$ cat config.mk
export PLATFORM = sky130hd
export DESIGN_NAME = rvv_backend_pmtrdt_dispatch
export DESIGN_NICKNAME = d
export VERILOG_FILES = /design/src/rtl/rvv_backend_pmtrdt_dispatch.sv
export SDC_FILE = /design/constraint.sdc
export NUM_CORES = 1
export LEC_CHECK = 0
export ABC_AREA = 1
export BUFFER_PORTS_ARGS = -buffer_cell sky130_fd_sc_hd__buf_2
export CORE_AREA = 2 2 400 402
export DETAILED_ROUTE_END_ITERATION = 8
export DIE_AREA = 0 0 402 404
export PLACE_DENSITY = 0.3
export REMOVE_ABC_BUFFERS = 1
export SETUP_SLACK_MARGIN = 0.2
export SYNTH_ARGS = -nofsm -noshare
export SYNTH_HDL_FRONTEND = slang
export SYNTH_SLANG_ARGS = --single-unit
export TNS_END_PERCENT = 100
$ cat constraint.sdc
create_clock -name clk -period 2.6 [get_ports clk]
set_input_delay 0.39 -clock clk [delete_from_list [all_inputs] [get_ports clk]]
set_output_delay 0.39 -clock clk [all_outputs]
set_load 0.01 [all_outputs]
$ cat src/rtl/rvv_backend_pmtrdt_dispatch.sv
// ----------------------------------------------------------------------------
// rvv_backend_pmtrdt_dispatch
//
// Issues uops from the PMTRDT reservation-station head to one of NUM_UNIT
// execution units and retires their results to the ROB in issue order.
//
// Ports:
//   clk, rst            clock, asynchronous active-high reset
//   rs_valid/rs_uop     RS head uop and its payload
//   rs_special          head must run on unit 0 (compare/reduction/compress)
//   rs_pop              head consumed this cycle
//   unit_valid/uop/ready        per-unit issue handshake
//   unit_res_valid/res/ready    per-unit result handshake
//   rob_valid/rob_res/rob_ready NUM_PORT in-order ROB write ports
//   busy                order queue holds at least one outstanding uop
// ----------------------------------------------------------------------------
module rvv_backend_pmtrdt_dispatch #(
    parameter int NUM_UNIT  = 2,
    parameter int NUM_PORT  = 2,
    parameter int ORD_DEPTH = 8,
    parameter int UOP_W     = 128,
    parameter int RES_W     = 160
) (
    input  logic                      clk,
    input  logic                      rst,
    input  logic                      rs_valid,
    input  logic [UOP_W-1:0]          rs_uop,
    input  logic                      rs_special,
    output logic                      rs_pop,
    output logic [NUM_UNIT-1:0]       unit_valid,
    output logic [NUM_UNIT*UOP_W-1:0] unit_uop,
    input  logic [NUM_UNIT-1:0]       unit_ready,
    input  logic [NUM_UNIT-1:0]       unit_res_valid,
    input  logic [NUM_UNIT*RES_W-1:0] unit_res,
    output logic [NUM_UNIT-1:0]       unit_res_ready,
    output logic [NUM_PORT-1:0]       rob_valid,
    output logic [NUM_PORT*RES_W-1:0] rob_res,
    input  logic [NUM_PORT-1:0]       rob_ready,
    output logic                      busy
);

    localparam int UW = (NUM_UNIT > 1) ? $clog2(NUM_UNIT) : 1;
    localparam int PW = $clog2(ORD_DEPTH);
    localparam int CW = $clog2(ORD_DEPTH + 1);

    // Order queue: unit index of each outstanding uop, oldest at head.
    logic [UW-1:0] ord_q [ORD_DEPTH];
    logic [PW-1:0] head;
    logic [PW-1:0] tail;
    logic [CW-1:0] count;
    logic [UW-1:0] rr_ptr;

    logic          q_full;
    logic          found;
    logic          issue;
    logic [UW-1:0] sel;
    logic [UW-1:0] cand;

    logic [UW-1:0] ent_unit [NUM_PORT];
    logic          chain;
    logic          dup;
    logic [CW-1:0] n_ret;

    // ------------------------------------------------------------------
    // Issue selection. A special head waits for unit 0 and blocks the RS
    // (no younger uop may bypass it); otherwise round-robin from rr_ptr.
    // ------------------------------------------------------------------
    always_comb begin
        sel   = '0;
        cand  = '0;
        found = 1'b0;
        if (rs_special) begin
            found = unit_ready[0];
        end else begin
            for (int unsigned i = 0; i < NUM_UNIT; i++) begin
                cand = UW'((32'(rr_ptr) + i) % NUM_UNIT);
                if (!found && unit_ready[cand]) begin
                    found = 1'b1;
                    sel   = cand;
                end
            end
        end
        q_full = (count == CW'(ORD_DEPTH));
        issue  = rs_valid && found && !q_full && !rst;
    end

    always_comb begin
        unit_valid = '0;
        if (issue) begin
            unit_valid[sel] = 1'b1;
        end
    end

    assign unit_uop = {NUM_UNIT{rs_uop}};
    assign rs_pop   = issue;

    // ------------------------------------------------------------------
    // In-order retirement. Port k may only fire if every older port fires
    // this cycle, and a unit can feed at most one port per cycle since it
    // presents only its oldest result.
    // ------------------------------------------------------------------
    always_comb begin
        rob_valid      = '0;
        rob_res        = '0;
        unit_res_ready = '0;
        n_ret          = '0;
        chain          = !rst;
        dup            = 1'b0;
        for (int unsigned k = 0; k < NUM_PORT; k++) begin
            ent_unit[k] = ord_q[head + PW'(k)];
            dup = 1'b0;
            for (int unsigned j = 0; j < k; j++) begin
                if (ent_unit[j] == ent_unit[k]) begin
                    dup = 1'b1;
                end
            end
            rob_valid[k] = chain && (CW'(k) < count) &&
                           unit_res_valid[ent_unit[k]] && !dup;
            rob_res[k*RES_W +: RES_W] = unit_res[ent_unit[k]*RES_W +: RES_W];
            if (rob_valid[k] && rob_ready[k]) begin
                unit_res_ready[ent_unit[k]] = 1'b1;
                n_ret = n_ret + 1'b1;
            end
            chain = rob_valid[k] && rob_ready[k];
        end
    end

    assign busy = (count != '0) && !rst;

    // ------------------------------------------------------------------
    // State
    // ------------------------------------------------------------------
    always_ff @(posedge clk or posedge rst) begin
        if (rst) begin
            head   <= '0;
            tail   <= '0;
            count  <= '0;
            rr_ptr <= '0;
        end else begin
            if (issue) begin
                tail <= tail + 1'b1;
                if (!rs_special) begin
                    rr_ptr <= (sel == UW'(NUM_UNIT - 1)) ? '0 : sel + 1'b1;
                end
            end
            head  <= head + PW'(n_ret);
            count <= count + CW'(issue) - n_ret;
        end
    end

    // Storage needs no reset: entries are only read below count.
    always_ff @(posedge clk) begin
        if (issue) begin
            ord_q[tail] <= sel;
        end
    end

endmodule
Yosys cells after proc, flatten, opt, wreduce, memory -nomap -nowiden
Memory sizes are Yosys's and may differ from the RTL's. Cells that the tools add are included. W data, S select, Z words.

Register bits after elaboration: 11. Bits in latches: 0. RAM bits: 8. Bits in read-only memories: 0. Input port bits: 458. Output and inout bits: 584. Logic and storage cells: 82. Memories: 1.

Memory list: ord_q (words 8, bits a word 1, read ports 2, clocked after Yosys merged registers in 0, write ports 1, RTL line 47) `logic [UW-1:0] ord_q [ORD_DEPTH];`.

$add $sub $neg: 8. Multipliers: 2. Div/mod/pow operators: 0. Order comparisons: 10. Equal/unequal tests: 2. Shift-type cells: 2. Mux-type cells: 30. Bitwise operators: 2. Reduce and logical (&&, ||, !) cells: 21.

Operators by type and width (count): $shiftx A320 B10 Y160 (2); $mux W1 (23); $logic_and A1 B1 Y1 (15); $lt A1 B2 Y1 const B (5); $lt A1 B4 Y1 const A (2); $mul A1 B3 Y4 const B (2); $add A3 B1 Y3 const B (2); $mux W2 (3); $add A4 B1 Y4 (1); $add A4 B1 Y4 const B (1); $eq A4 B4 Y1 const B (1); $logic_not A1 Y1 (4); $mux W4 (1); $reduce_bool A4 Y1 (1); $sub A4 B4 Y4 (1); $add A3 B3 Y3 (1); $demux W1 S1 (3); $ge A1 B1 Y1 const B (3); $add A1 B1 Y1 const B (2); $or A2 B2 Y2 (1); $reduce_and A2 Y1 (1); $eq A1 B1 Y1 (1); $not A1 Y1 (1).

Longest topological paths before layout
Word-level depth: 13. Mapped depth: 19. Gate-level depth less buffers: 18.

Least setup slack after synthesis
No wires, ideal clock.

Path type: flip-flop to flip-flop. Start: register head[0]. End: register count[2]. Setup time: 0.123 ns. Arrival time: 2.659 ns. Data required time: 2.477 ns. Path slack: -0.182 ns. Stages on the path, launching flop included: 18. Buffers on the path: 0. Period minus slack after synthesis: 2.782 ns. Cell sequence: dfrtp_1 -> ha_1 -> inv_1 -> nand3_1 -> nand3b_4 -> nand3_1 -> nand2_1 -> nand2_1 -> nor2_1 -> nand3_2 -> inv_1 -> ha_1 -> ha_1 -> inv_1 -> ha_1 -> inv_1 -> fa_1 -> xnor2_1.

Word-level cells in the longest chain between the ends: 11. Elaborated cells between the ends (all ways): 19. Those cells by class: add/sub: 3; eq/ne: 1; mux: 7; reduce/logical: 7; memory: 1.

Ends and longest elaborated chain: from (decl) (RTL line 48) `logic [PW-1:0] head;`; from (signal assigned) (RTL line 146) `head <= head + PW'(n_ret);`; $mem_v2 Z8 W1 *; parallel branches: the longest is 8 deep, another holds $add A4 B1 Y4; $mux W4 * (RTL line 120) `if (rob_valid[k] && rob_ready[k]) begin`; $sub A4 B4 Y4 * (RTL line 147) `count <= count + CW'(issue) - n_ret;`; to (signal assigned) (RTL line 147); to (decl) (RTL line 50) `logic [CW-1:0] count;`.

Mark *: on every way between the ends. The select of a mux whose other input is x is not followed. A chain may end at the register's enable or synchronous reset.

Worst setup path in the final report
Start: register head[0]. End: output port rob_res[219].

Word-level cells in the longest chain between the ends: 4.

Ends and longest elaborated chain: $add A3 B1 Y3 (RTL line 110) `ent_unit[k] = ord_q[head + PW'(k)];`; $mem_v2 Z8 W1; $mul A1 B3 Y4 (RTL line 119) `rob_res[k*RES_W +: RES_W] = unit_res[ent_unit[k]*RES_W +: RES_W];`; $shiftx A320 B10 Y160 (RTL line 119); to (decl) (RTL line 37) `output logic [NUM_PORT*RES_W-1:0] rob_res,`.

Every way passes these cells.

==> impl_metrics.toml <==
[global_routing]
grt_pass1_vias = 10976
groute.layer.met2.usage_pct = 23.0
grt_pass1_wl_um = 160000
grt_overflow = 0
grt_busiest_layer = "met2"
grt_use_total_pct = 15.9
antenna_found_initial = 101
grt_start_max_net_pins = 34
met3_usage_pct = 14.4
gr-usage-met1_pct = 16.4

[cts]
cts.clk_slew.worst_paths_ps = 60
clock-sinks = 19
cts_tree = "built"
clk_latency_ps = 260
cts_buffer_depth = 2
cts_hold_buffers = 0
cts_root_buf = "clkbuf_16"
h-tree-depth = 1
cts_made_buffers = 3

[synth]
synth_edf_count = 8
synth-seq-area-share_pct = 7.07
synthArstFlopShare_pct = 57.9
synthFlopType = "dfrtp_1"
syn_area_um2 = 7290
synth_mux_area_share_pct = 0
ys_types = 27
synth_top_family_by_area = "buffers and inverters"
synthXorXnorAreaFrac_pct = 0.480
ys_ff_latch = 19
synth_cells = 1288
synth_top_cell_by_area = "buf_4"
synth_compound_area_share_pct = 22.5
yosys_warnings = 0
yosysMostFrequentCell = "nand2_1"
ys_top_cells_by_area = "buf_4 (28%), nand2_1 (18%), o21ai_0 (17%), inv_1 (10%), buf_6 (6.9%)"
synth.avg_cell_area_um2 = 5.66
yosysTopAreaCellShare_pct = 28.3
yosys.area_share.simple_pct = 21.5
synth-adder-area-share_pct = 2.44
synth_common_cells = "nand2_1 (350), buf_4 (275), o21ai_0 (252)"

[sta]
timing.final.crit_share_pct = 106
tightest_slew_ps = 553
skew_ps = 12.4
fin_crit_ps = 2760
maxSlewHeadroom_pct = 63.1
finalHoldViolations = 0
fmax_ghz = 0.363
fin_tns_setup_ps = -14920
setup_viol = 244
rsz0062_at_grt = "yes"
slew_viol_final = 0
layout_setup_ws_ps = -158

[power_and_ir_drop]
power_density_nw_per_um2 = 2490
total_leakage_power_uw = 0.00820
peakVddDrop_mv = 1.32
power_uw = 43200

[outcome]
violations = "negative setup slack"
status = "finished with violations"

[floorplan]
start_util_pct = 4.62
die_w_um = 402
ios = 1042
dieArea_um2 = 162000
core_region_area_um2 = 158000
die_h_um = 404
rows = 146

[placed_design]
io_buffers = 657
finalWeightedCongestion = 0.823
post-dp-hpwl_um = 106000

[min_path]
min_path_type = "primary input to async pin"

[critical_path]
cp_max_fo = 16
reg2reg_from = "head[0]"
critical-path-slowest-cell = "dfrtp_2"
critical_path.startpoint = "head[0]"
r2r-end = "count[1]"
cp-start-kind = "register"
cpPeakStageDelay_ps = 440
cp_cell_sequence = "ha_4 > nand3_2 > nand3_2 > buf_6 > nand2_8 > buf_12 > clkbuf_16 > buf_16 > buf_6 > o21ai_4 > buf_2"
crit_type = "register to output port"
required_ps = 2210
timing.critical_path.to = "rob_res[219]"
cp_data_arrival_time_ps = 2370
r2r_slack_ps = -130
endpoint_kind = "output port"
reg2regPathDepth = 17

[drt]
wirelength_um = 146000
ant_nets = 0
drc_errors = 0
wl_per_cell_um = 37.6
viasPerCell = 3.26
dr_total_vias = 12668
dr.pass1.iters = 5
dr.first_iter.drc_count = 717

[layout]
nets = 2280
drive_gt1_share_pct = 75.6
area_growth_pct = 139

[run]
maxCapViolations = 0
## worst min-delay path by stage
stage,from,end,slack [ps],cells after the start
5_1_grt,rst,count[3],340,3
6_report,rst,count[2],300,3
2_1_floorplan,rst,count[0],240,1
3_3_place_gp,rr_ptr,rr_ptr,520,2
3_5_place_dp,rr_ptr,rr_ptr,530,2
4_1_cts,rst,count[2],320,3
## per-layer routing
layer | wire length, µm | vias up | share of wire [%]
li1 | - | 4842 | -
met1 | 51800 | 5926 | 35
met2 | 58900 | 1527 | 40
met3 | 27300 | 331 | 19
met4 | 6190 | 42 | 4.2
met5 | 2090 | - | 1.4
## layout by cell type, fill, tap and decap left out, types with 4 or more instances in the layout
cell type | Yosys | layout
buf_8 | 0 | 10
nand2_4 | 2 | 88
buf_12 | 0 | 31
ha_1 | 11 | 4
ha_4 | 0 | 7
o21ai_4 | 0 | 54
nand2_2 | 0 | 125
o21ai_0 | 252 | 5
clkbuf_16 | 0 | 37
edfxtp_1 | 8 | 8
buf_4 | 275 | 37
a21oi_2 | 0 | 14
buf_6 | 45 | 95
nor2_1 | 26 | 17
buf_16 | 0 | 55
nand2_1 | 350 | 136
inv_1 | 197 | 191
diode_2 | 0 | 7
nand3_2 | 2 | 15
o21ai_1 | 55 | 57
dfrtp_1 | 11 | 10
nor2_4 | 1 | 8
inv_2 | 1 | 5
o21ai_2 | 0 | 191
buf_2 | 3 | 581
## registers in the layout (all words and copies together) (netlist names)
register	cells
ord_q	8
tail	3
head	3
count	4
rr_ptr	1
## worst max-delay path: cells and delay by family (launching register included)
| kind | cells | cell delay [ps] |
|---|---|---|
| AO/OA/AOI/OAI | 1 | 150 |
| buffers and inverters | 6 | 920 |
| AND/OR/NAND/NOR | 3 | 240 |
| flip-flops | 1 | 440 |
| adder cells (fa/ha/maj) | 1 | 310 |
## where the power goes
group          total (µW)  internal (µW)  switching, µW
Combinational       42400          19500          22900
Clock                 331            209            122
Sequential            477            414           63.5
## kinds of logic (layout without fill, tap and decap cells)
kind of cell	Yosys count	count (layout)
simple gates	399	399
xor+xnor	4	4
flops	19	19
buf+inv	526	1046
other cells	0	7
compound gates	327	327
fa+ha+maj	13	13
## stage by stage
stage / utilization, % / area, µm² / hold slack [ps] / cells / worst slack [ps]
after floorplan: - / 4690 / 242 / 961 / -1800
after global placement: 6.95 / 11000 / 520 / 3731 / -476
after detailed placement: 6.95 / 11000 / 527 / 3731 / -425
after CTS: 8.65 / 13700 / 319 / 3807 / -134
after global routing: 11.0 / 17400 / 338 / 3885 / -243
final: 11.0 / 17400 / 299 / 3887 / -158
## area by class of cell
cell class,count,area [µm²]
antenna,7,17.5
clock buffer,4,78.8
fill,18468,140000
inverter,199,759
multi-input combinational,743,6040
sequential,19,517
tap,2072,2590
timing repair buffer,843,7390
## what timing repair did
item / CTS / global route
pin swaps: 16 / 24
cloned: 44 / 43
gates resized for setup: 427 / 740
setup buffers: 28 / 30
setup endpoints to repair: 324 / 328
(Power assumes the default switching activity.)
